===== config.mk =====
export PLATFORM = sky130hd
export DESIGN_NAME = genie_credit_sender
export DESIGN_NICKNAME = d
export VERILOG_FILES = /design/src/rtl/genie_credit_sender.sv
export SDC_FILE = /design/constraint.sdc
export NUM_CORES = 1
export LEC_CHECK = 0
export BUFFER_PORTS_ARGS = -buffer_cell sky130_fd_sc_hd__buf_2
export CORE_AREA = 4 4 41 43
export DETAILED_ROUTE_END_ITERATION = 8
export DIE_AREA = 0 0 45 47
export REMOVE_ABC_BUFFERS = 1
export SYNTH_ARGS = -nofsm -noshare
export SYNTH_HDL_FRONTEND = slang
export SYNTH_SLANG_ARGS = --single-unit

===== constraint.sdc =====
create_clock -name i_clk -period 2.75 [get_ports i_clk]
set_input_delay 0.4125 -clock i_clk [delete_from_list [all_inputs] [get_ports i_clk]]
set_output_delay 0.4125 -clock i_clk [all_outputs]
set_load 0.01 [all_outputs]

===== src/rtl/genie_credit_sender.sv =====
// genie_credit_sender
// Transmit side of a credit-flow link. It accepts beats from an upstream
// valid/ready stream and forwards them as single-cycle valid pulses with no
// backpressure. One credit is spent for each beat sent. The far-end receiver
// returns one credit for each beat it drains. Ready is decoded only from the
// registered credit count, so a returned credit cannot reach o_ready in the
// same cycle. This keeps the link free of any combinational loop.
module genie_credit_sender #(
    parameter int WIDTH   = 1,
    parameter int CREDITS = 4
) (
    input  logic                         i_clk,
    input  logic                         i_reset,
    input  logic [WIDTH-1:0]             i_data,
    input  logic                         i_valid,
    output logic                         o_ready,
    output logic [WIDTH-1:0]             o_data,
    output logic                         o_valid,
    input  logic                         i_credit,
    output logic [$clog2(CREDITS+1)-1:0] o_credits,
    output logic                         o_err
);

    localparam int            CW          = $clog2(CREDITS + 1);
    localparam logic [CW-1:0] MAX_CREDITS = CW'(CREDITS);
    localparam logic [CW-1:0] ONE_CREDIT  = CW'(1);

    logic [CW-1:0]    credits_q, credits_d;
    logic             valid_q,   valid_d;
    logic [WIDTH-1:0] data_q,    data_d;
    logic             err_q,     err_d;

    logic ready;
    logic send;
    logic at_max;
    logic overflow;

    // A beat is accepted whenever at least one credit remains.
    assign ready    = (credits_q != '0);
    assign send     = i_valid & ready;
    assign at_max   = (credits_q == MAX_CREDITS);
    // A credit that arrives while the count is full and nothing is being sent
    // has no outstanding beat to account for. This is a protocol error.
    assign overflow = i_credit & ~send & at_max;

    // Credit counter next state: spend on send, refund on i_credit, saturate at full.
    always_comb begin
        credits_d = credits_q;
        if (send && !i_credit) begin
            credits_d = credits_q - ONE_CREDIT;
        end else if (!send && i_credit && !at_max) begin
            credits_d = credits_q + ONE_CREDIT;
        end
    end

    // Link output next state: pulse valid one cycle after acceptance, hold data otherwise.
    always_comb begin
        valid_d = send;
        data_d  = data_q;
        if (send) begin
            data_d = i_data;
        end
    end

    // Sticky error next state: set on overflow, cleared only by reset.
    always_comb begin
        err_d = err_q | overflow;
    end

    // State registers. Reset drops any in-flight beat and refills the credits.
    always_ff @(posedge i_clk) begin
        if (i_reset) begin
            credits_q <= MAX_CREDITS;
            valid_q   <= 1'b0;
            data_q    <= '0;
            err_q     <= 1'b0;
        end else begin
            credits_q <= credits_d;
            valid_q   <= valid_d;
            data_q    <= data_d;
            err_q     <= err_d;
        end
    end

    assign o_ready   = ready;
    assign o_valid   = valid_q;
    assign o_data    = data_q;
    assign o_credits = credits_q;
    assign o_err     = err_q;

endmodule


# Yosys cells after proc, flatten, opt, wreduce, memory -nomap -nowiden
# Index checks and enable logic that the tools add are counted.
totals:
  register_bits: 6
  inputBits: 5
  output_inout_bits: 7
  word_cells: 22
op_classes:
  n_addsub: 2
  eq_ne: 1
  muxes: 2
  bitwise: 5
  reduce_logical: 8
ops:
  columns: ["op", "n"]
  rows:
  - ["3-bit two-way mux", 2]
  - ["3-bit by 1-bit adder with 3-bit output (second input constant)", 1]
  - ["1-bit AND", 3]
  - ["3-bit == test (second input constant)", 1]
  - ["1-bit logical AND", 3]
  - ["1-bit logical NOT", 3]
  - ["3-bit nonzero test", 1]
  - ["3-bit by 1-bit subtractor with 3-bit output (second input constant)", 1]
  - ["2-bit nonzero test", 1]
  - ["1-bit inverter", 1]
  - ["1-bit OR", 1]

# Logic depth before layout (Yosys ltp)
# Gate-level depths: netlist of the first run.
depth:
  depth_word: 7
  depth_mapped: 6
  depth_no_buf: 6

# Least setup slack after synthesis of the first run
# Ideal clock, no wire load.
synth_timing:
  path_type: "register to register"
  from: "reg credits_q[2] (netlist: o_credits[2])"
  to: "reg credits_q[2] (netlist: o_credits[2])"
  setup_ps: 130
  arrival_time_ps: 1974
  required_ps: 2620
  setup_slack_ps: 646
  stages_incl_launch_ff: 7
  path_buffers: 0
  period_less_slack_ps: 2104
  cell_sequence: "dfxtp_1 o31ai_1 or2_2 fa_1 or3b_1 a311oi_1 o21ai_0"
synth_via:
  elab_chain_cells: 6
  word_cells_on_any_way: 13
  classes_between: "2 x add/sub; 1 x eq/ne; 2 x mux; 1 x bitwise; 7 x reduce/logical"
synth_lines:
  columns: ["element", "line_no", "source"]
  rows:
  - ["start, declared", "28", "logic [CW-1:0] credits_q, credits_d;"]
  - ["start signal, assigned", "78", "credits_q <= credits_d;"]
  - ["parallel branches: the longest is 6 deep, another holds 3-bit by 1-bit adder with 3-bit output", null, null]
# Several ways; the timed one is not identified. The select of a mux whose other input is x is not followed.
# A chain may end at the register's enable or synchronous reset.

# Worst setup path after layout of the first run
layout_timing:
  from: "reg credits_q[0] (netlist: o_credits[0])"
  to: "reg credits_q[2] (netlist: o_credits[2])"
# The elaborated chain is that of the path after synthesis.

==> impl_summary.txt, run 1 <==
----------------------------------------------------
[Placed design]
  Placed cell area ... 407 um2
  PortBufs ... 11
  Final Wtd Congestion ... 0.703
  HPWL after detailed placement ... 562 um

[Clock tree]
  CTS tree ... built
  Clock Pin Slew Worst Setup and Hold Paths ... 0.04 ns
  Number of H-tree branching levels ... 1
  Clock Latency Late Sink ... 0.23 ns
  Count of instances resized after the clock tree is built ... 0
  Buffer type at the clock tree root ... sky130_fd_sc_hd__clkbuf_4
  Number of clock buffers inserted by TritonCTS ... 3
  Maximum clock insertion buffer count ... 2
  Buffers inserted during post-CTS setup optimization ... 0
  Hold-fix buffers at CTS ... 0
  Clock sink count ... 6

[Route]
  Number of remaining DRC errors ... 0
  Length of the first detailed-routing pass in iterations ... 3
  Vias after detailed routing ... 301
  Final wirelength ... 721 um
  Vias per cell ... 4.63
  Residual antenna-violating net count after detailed routing ... 0
  Routed length per instance ... 11.1 um
  Violation count after the first detailed-routing iteration ... 1

[Worst setup path]
  Kind of launch point of the worst setup path ... flop
  Worst path arrival time ... 2.35 ns
  Largest fanout on the critical path ... 8
  Category of the worst setup path capture point ... flop
  Crit Path Class ... reg -> reg
  CP startpoint ... o_credits[0]
  Required time worst endpoint ... 2.85 ns
  Worst reg2reg startpoint ... o_credits[0]
  Reg2reg path depth ... 6

[Global routing]
  Largest net degree at the start of global routing ... 10
  Vias in the first global route ... 310
  Total congestion overflow ... 0
  Antenna violations before repair ... 0
  Overall global routing resource usage ... 8.54%
  First-pass GRT wire length ... 1260 um

[Floorplanning]
  Core Footprint ... 1300 um2
  Std-Cell Rows ... 13
  Initial Utilization ... 26.4%
  IO Pins ... 12
  Area of the die ... 2120 um2
  Horizontal die dimension ... 45 um
  Overall die height ... 47 um

[Logic synthesis]
  Mean instance size in the synthesized netlist ... 9.05 um2
  Number of warning messages in the yosys log ... 0
  Post-synthesis instance area ... 344 um2
  Number of distinct library cells after synthesis ... 22
  Number of synthesized register bits ... 6
  Register area share after synthesis ... 34.9%
  Cell count after synthesis ... 38

[Power]
  Maximum VDD drop ... 0.340 mV
  Power Dens Cells ... 883 nW/um2
  P_leak ... 0.186 nW

[STA]
  Fraction of the cycle the final worst path needs ... 81.7%
  Final-report hold violation count ... 0
  Slew margin rel. ... 70.1%
  Number of slew-limit violations in the final report ... 0
  Achievable clock frequency ... 445 MHz
  Setup tns final ... 0 ns
  Time the worst path needs with I/O delays and setup ... 2.25 ns
  RSZ-0062 raised after global routing ... no
  Final setup skew ... 0.000274 ns
  Worst slew pin tran ... 0.444 ns
  Final hold slack ... 0.414 ns
  Final setup viols ... 0

[Hold path]
  Hold/Removal Path Class ... in -> reg
  Beginning of the worst hold path ... i_data
  Number of cells on the worst hold path ... 3

[Finish]
  Total of fill cells in the finished design ... 161
  Post-route cell area ... 429 um2
  Nets@finish ... 58
  Fraction of layout instances using a drive strength above 1 ... 38.0%
  Layout Area Growth over Synthesis ... 24.7%
  Number of antenna cells inserted ... 0

[Job]
  Count of max-cap constraint violations ... 0

[Outcome]
  Result of the run ... finished clean

----------------------------------------------------
==> flip-flops by register name, summed over array words and instances (netlist names) <==
| register | count |
|---|---|
| o_credits | 3 |
| o_valid | 1 |
| o_err | 1 |
| o_data | 1 |
==> path summary, 6_finish.rpt <==
path         slack (ns)      endpoint
min reg2reg        0.47         o_err
max                0.50  o_credits[2]
max reg2reg        0.50  o_credits[2]
min                0.41        o_data
==> kinds of logic (layout without fill, tap and decap cells) <==
kind of cell    count (synthesis)  count (layout)  synth area share (%)
xor+xnor                        1               1                  2.55
mux                             3               3                  9.45
compound gates                  7               7                  17.5
buf+inv                         5              17                  6.54
fa+ha+maj                       1               1                  5.82
flops                           6               6                  34.9
simple gates                   15              15                  23.3
==> cell type report <==
| class | count | area (um2) | area share (%) |
|---|---|---|---|
| multi-input combinational | 27 | 201 | 46.9 |
| sequential | 6 | 120 | 28.0 |
| timing repair buffer | 11 | 55.1 | 12.8 |
| clock buffer | 3 | 22.5 | 5.25 |
| tap | 15 | 18.8 | 4.37 |
| inverter | 3 | 11.3 | 2.62 |
==> synth_stat cells <==
cell	instances	area share (%)
sky130_fd_sc_hd__a41oi_1	1	2.5
sky130_fd_sc_hd__nand3b_1	1	2.2
sky130_fd_sc_hd__mux2i_1	1	2.9
sky130_fd_sc_hd__a221oi_2	1	4.4
sky130_fd_sc_hd__nor2_1	9	9.8
sky130_fd_sc_hd__or2_2	1	1.8
sky130_fd_sc_hd__a311oi_1	1	2.5
sky130_fd_sc_hd__or3b_1	1	2.5
sky130_fd_sc_hd__a21boi_0	1	2.2
sky130_fd_sc_hd__buf_4	1	2.2
sky130_fd_sc_hd__o31ai_1	1	2.2
sky130_fd_sc_hd__and2b_1	1	2.2
sky130_fd_sc_hd__inv_1	3	3.3
sky130_fd_sc_hd__dfxtp_1	6	35
sky130_fd_sc_hd__or3_2	1	2.2
sky130_fd_sc_hd__xnor2_1	1	2.5
sky130_fd_sc_hd__fa_1	1	5.8
sky130_fd_sc_hd__buf_1	1	1.1
sky130_fd_sc_hd__nor4b_1	1	2.5
sky130_fd_sc_hd__mux2_2	2	6.5
sky130_fd_sc_hd__o21a_1	1	2.2
sky130_fd_sc_hd__o21ai_0	1	1.5
==> where the power goes <==
| part | total, mW | internal [mW] | switching [mW] | leakage, nW |
|---|---|---|---|---|
| Sequential | 0.142 | 0.110 | 0.0320 | 0.0496 |
| Clock | 0.0756 | 0.0490 | 0.0266 | 0.0138 |
| Combinational | 0.161 | 0.0789 | 0.0822 | 0.123 |
==> critical path, stage by stage (launching register included) <==
cell and delay (ns):
sky130_fd_sc_hd__dfxtp_1 0.45, sky130_fd_sc_hd__o31ai_1 0.16, sky130_fd_sc_hd__or2_2 0.31, sky130_fd_sc_hd__fa_1 0.43, sky130_fd_sc_hd__or3b_1 0.38, sky130_fd_sc_hd__a311oi_1 0.24, sky130_fd_sc_hd__o21ai_0 0.14
==> placed cells by master, fill, tap and decap left out, types with 2 or more instances in the layout <==
cell type,n
sky130_fd_sc_hd__mux2_2,2
sky130_fd_sc_hd__nor2_1,9
sky130_fd_sc_hd__inv_1,3
sky130_fd_sc_hd__buf_2,11
sky130_fd_sc_hd__clkbuf_4,3
sky130_fd_sc_hd__dfxtp_1,6
==> metrics by stage <==
stage	setup WS (ns)	power [mW]	instances	util (%)
4_1_cts	0.488	0.388	65	33.0
2_1_floorplan	0.647	0.252	36	-
6_report	0.503	0.379	65	33.0
3_5_place_dp	0.413	0.308	62	31.3
3_3_place_gp	0.462	0.304	62	31.3
5_1_grt	0.314	0.413	65	33.0
==> routing by layer <==
metal  wire length [um]  GRT usage, %
met5                  0             0
met4                  4          7.02
met3                 26          2.30
met2                355          13.0
met1                335          10.0
Power figures use the tool's default switching activity.
==> run 2, diff against run 1 <==
- clock period: 2.75 -> 2.2 ns (I/O delays scaled with it)
==> impl_summary.txt, run 2 (synthesized netlist as in run 1, its figures left out) <==
----------------------------------------------------
[Outcome]
  Result of the run ... finished clean

[Clock tree]
  Number of H-tree branching levels ... 1
  Maximum clock insertion buffer count ... 2
  Buffer type at the clock tree root ... sky130_fd_sc_hd__clkbuf_4
  Hold-fix buffers at CTS ... 0
  Number of clock buffers inserted by TritonCTS ... 3
  Clock Pin Slew Worst Setup and Hold Paths ... 0.05 ns
  Clock Latency Late Sink ... 0.24 ns
  Count of instances resized after the clock tree is built ... 0
  CTS tree ... built
  Buffers inserted during post-CTS setup optimization ... 0
  Clock sink count ... 6

[Power]
  Fraction of power spent switching nets ... 36.3%
  Register share of total power ... 28.7%
  Total power after layout ... 0.527 mW
  P_sw ... 0.191 mW
  Power share of the clock group ... 19.1%
  Pint ... 0.335 mW
  Proportion of power drawn by combinational gates ... 52.2%
  Power Dens Cells ... 1090 nW/um2
  Maximum VDD drop ... 0.415 mV
  P_leak ... 0.220 nW

[Floorplanning]
  Initial Utilization ... 26.4%
  Std-Cell Rows ... 13
  Overall die height ... 47 um
  IO Pins ... 12
  Area of the die ... 2120 um2
  Horizontal die dimension ... 45 um
  Core Footprint ... 1300 um2

[STA]
  Final setup viols ... 0
  Achievable clock frequency ... 515 MHz
  RSZ-0062 raised after global routing ... no
  Slew margin rel. ... 81.3%
  Final setup skew ... 0.00436 ns
  Final-report hold violation count ... 0
  Time the worst path needs with I/O delays and setup ... 1.94 ns
  Number of slew-limit violations in the final report ... 0
  Worst slew pin tran ... 0.277 ns
  Fraction of the cycle the final worst path needs ... 88.2%
  Setup tns final ... 0 ns

[Route]
  Routed length per instance ... 10.7 um
  Length of the first detailed-routing pass in iterations ... 2
  Violation count after the first detailed-routing iteration ... 3
  Met3 layer wire length in the routed design ... 40 um
  Vias after detailed routing ... 336
  Top routing layer in use ... met4
  Routed met1 length ... 355 um
  Vias per cell ... 4.67
  Residual antenna-violating net count after detailed routing ... 0
  Final wirelength ... 773 um
  Number of remaining DRC errors ... 0
  Routed length on met2 ... 362 um

[Worst setup path]
  Crit Path Class ... reg -> reg
  Kind of launch point of the worst setup path ... flop
  Required time worst endpoint ... 2.32 ns
  Largest fanout on the critical path ... 2
  Delay-heaviest family, CP ... simple AND/OR/NAND/NOR gates
  Category of the worst setup path capture point ... flop
  Crit path largest cell delay ... 0.38 ns
  Worst path arrival time ... 2.06 ns
  Critical Path Slowest Stage Cell ... sky130_fd_sc_hd__or3b_1
  Critical-path cell list ... o31ai_1, or2_2, fa_1, or3b_1, a311oi_1, o21ai_0
  Count of buffering cells on the critical path with inverters included ... 0

[Global routing]
  Vias in the first global route ... 279
  First-pass GRT wire length ... 1190 um
  Antenna violations before repair ... 0
  Largest net degree at the start of global routing ... 9
  Total congestion overflow ... 0
  Overall global routing resource usage ... 8.23%

[Finish]
  Finished Core Util ... 37.0%
  Most common cell after layout, fill and taps aside ... sky130_fd_sc_hd__buf_2
  Most frequent cells in the layout ... sky130_fd_sc_hd__buf_2 (11), sky130_fd_sc_hd__nor2_1 (9), sky130_fd_sc_hd__buf_4 (7)
  Layout Area Growth over Synthesis ... 40.0%
  Fraction of layout instances using a drive strength above 1 ... 45.6%
  Post-route cell area ... 482 um2
  Number of antenna cells inserted ... 0
  Nets@finish ... 65
  Flip-flop count of the largest register, all copies and words added ... 3

[Job]
  Count of max-cap constraint violations ... 0

[Placed design]
  HPWL after detailed placement ... 629 um
  PortBufs ... 11
  Final Wtd Congestion ... 0.802
  Placed cell area ... 459 um2

[Hold path]
  Hold/Removal Path Class ... in -> reg

----------------------------------------------------
## run 2: cell types whose count changed in the layout (fill, tap and decap cells not counted)
cell	previous run	this run
sky130_fd_sc_hd__buf_4	0	7
## run 2: cell type report
cell class	instances	area, um2
Fill cell	142	820
Inverter	3	11.3
Clock buffer	3	22.5
Tap cell	15	18.8
Sequential cell	6	120
Multi-Input combinational cell	27	201
Timing Repair Buffer	18	108
## run 2: power by group through the flow
stage	registers [mW]	clock network, mW	logic, mW
finish	0.151	0.101	0.275
CTS	0.151	0.104	0.278
global placement	0.154	0	0.274
detailed placement	0.153	0	0.277
global route	0.153	0.109	0.306
floorplan	0.186	0	0.129
## run 2: metrics by stage
stage               cells  hold WS [ns]  setup WS (ns)
finish                 72         0.316          0.259
global route           72         0.351          0.159
CTS                    72         0.316          0.240
detailed placement     69         0.465          0.177
global placement       69         0.456          0.176
floorplan              36         0.402         0.0966
## run 2: path summary, 6_finish.rpt
kind | start | endpoint | slack, ns | depth (start not counted)
worst min-delay path | i_data | o_data | 0.32 | 3
worst min register to register | o_err | o_err | 0.47 | 2
worst max register to register | o_credits[2] | o_credits[2] | 0.26 | 6
worst max-delay path | o_credits[2] | o_credits[2] | 0.26 | 6
## run 2: worst reg2reg max path: cells and delay by family (launching register included)
family	cells	cell delay, ns
simple gates	2	0.67
flops	1	0.34
fa+ha+maj	1	0.37
compound gates	3	0.43
## run 2: routing by layer
layer	GRT usage, %	vias to the layer above
li1	-	171
met1	9.84	153
met2	12.1	10
met3	3.45	2
met4	5.26	0
met5	0	-
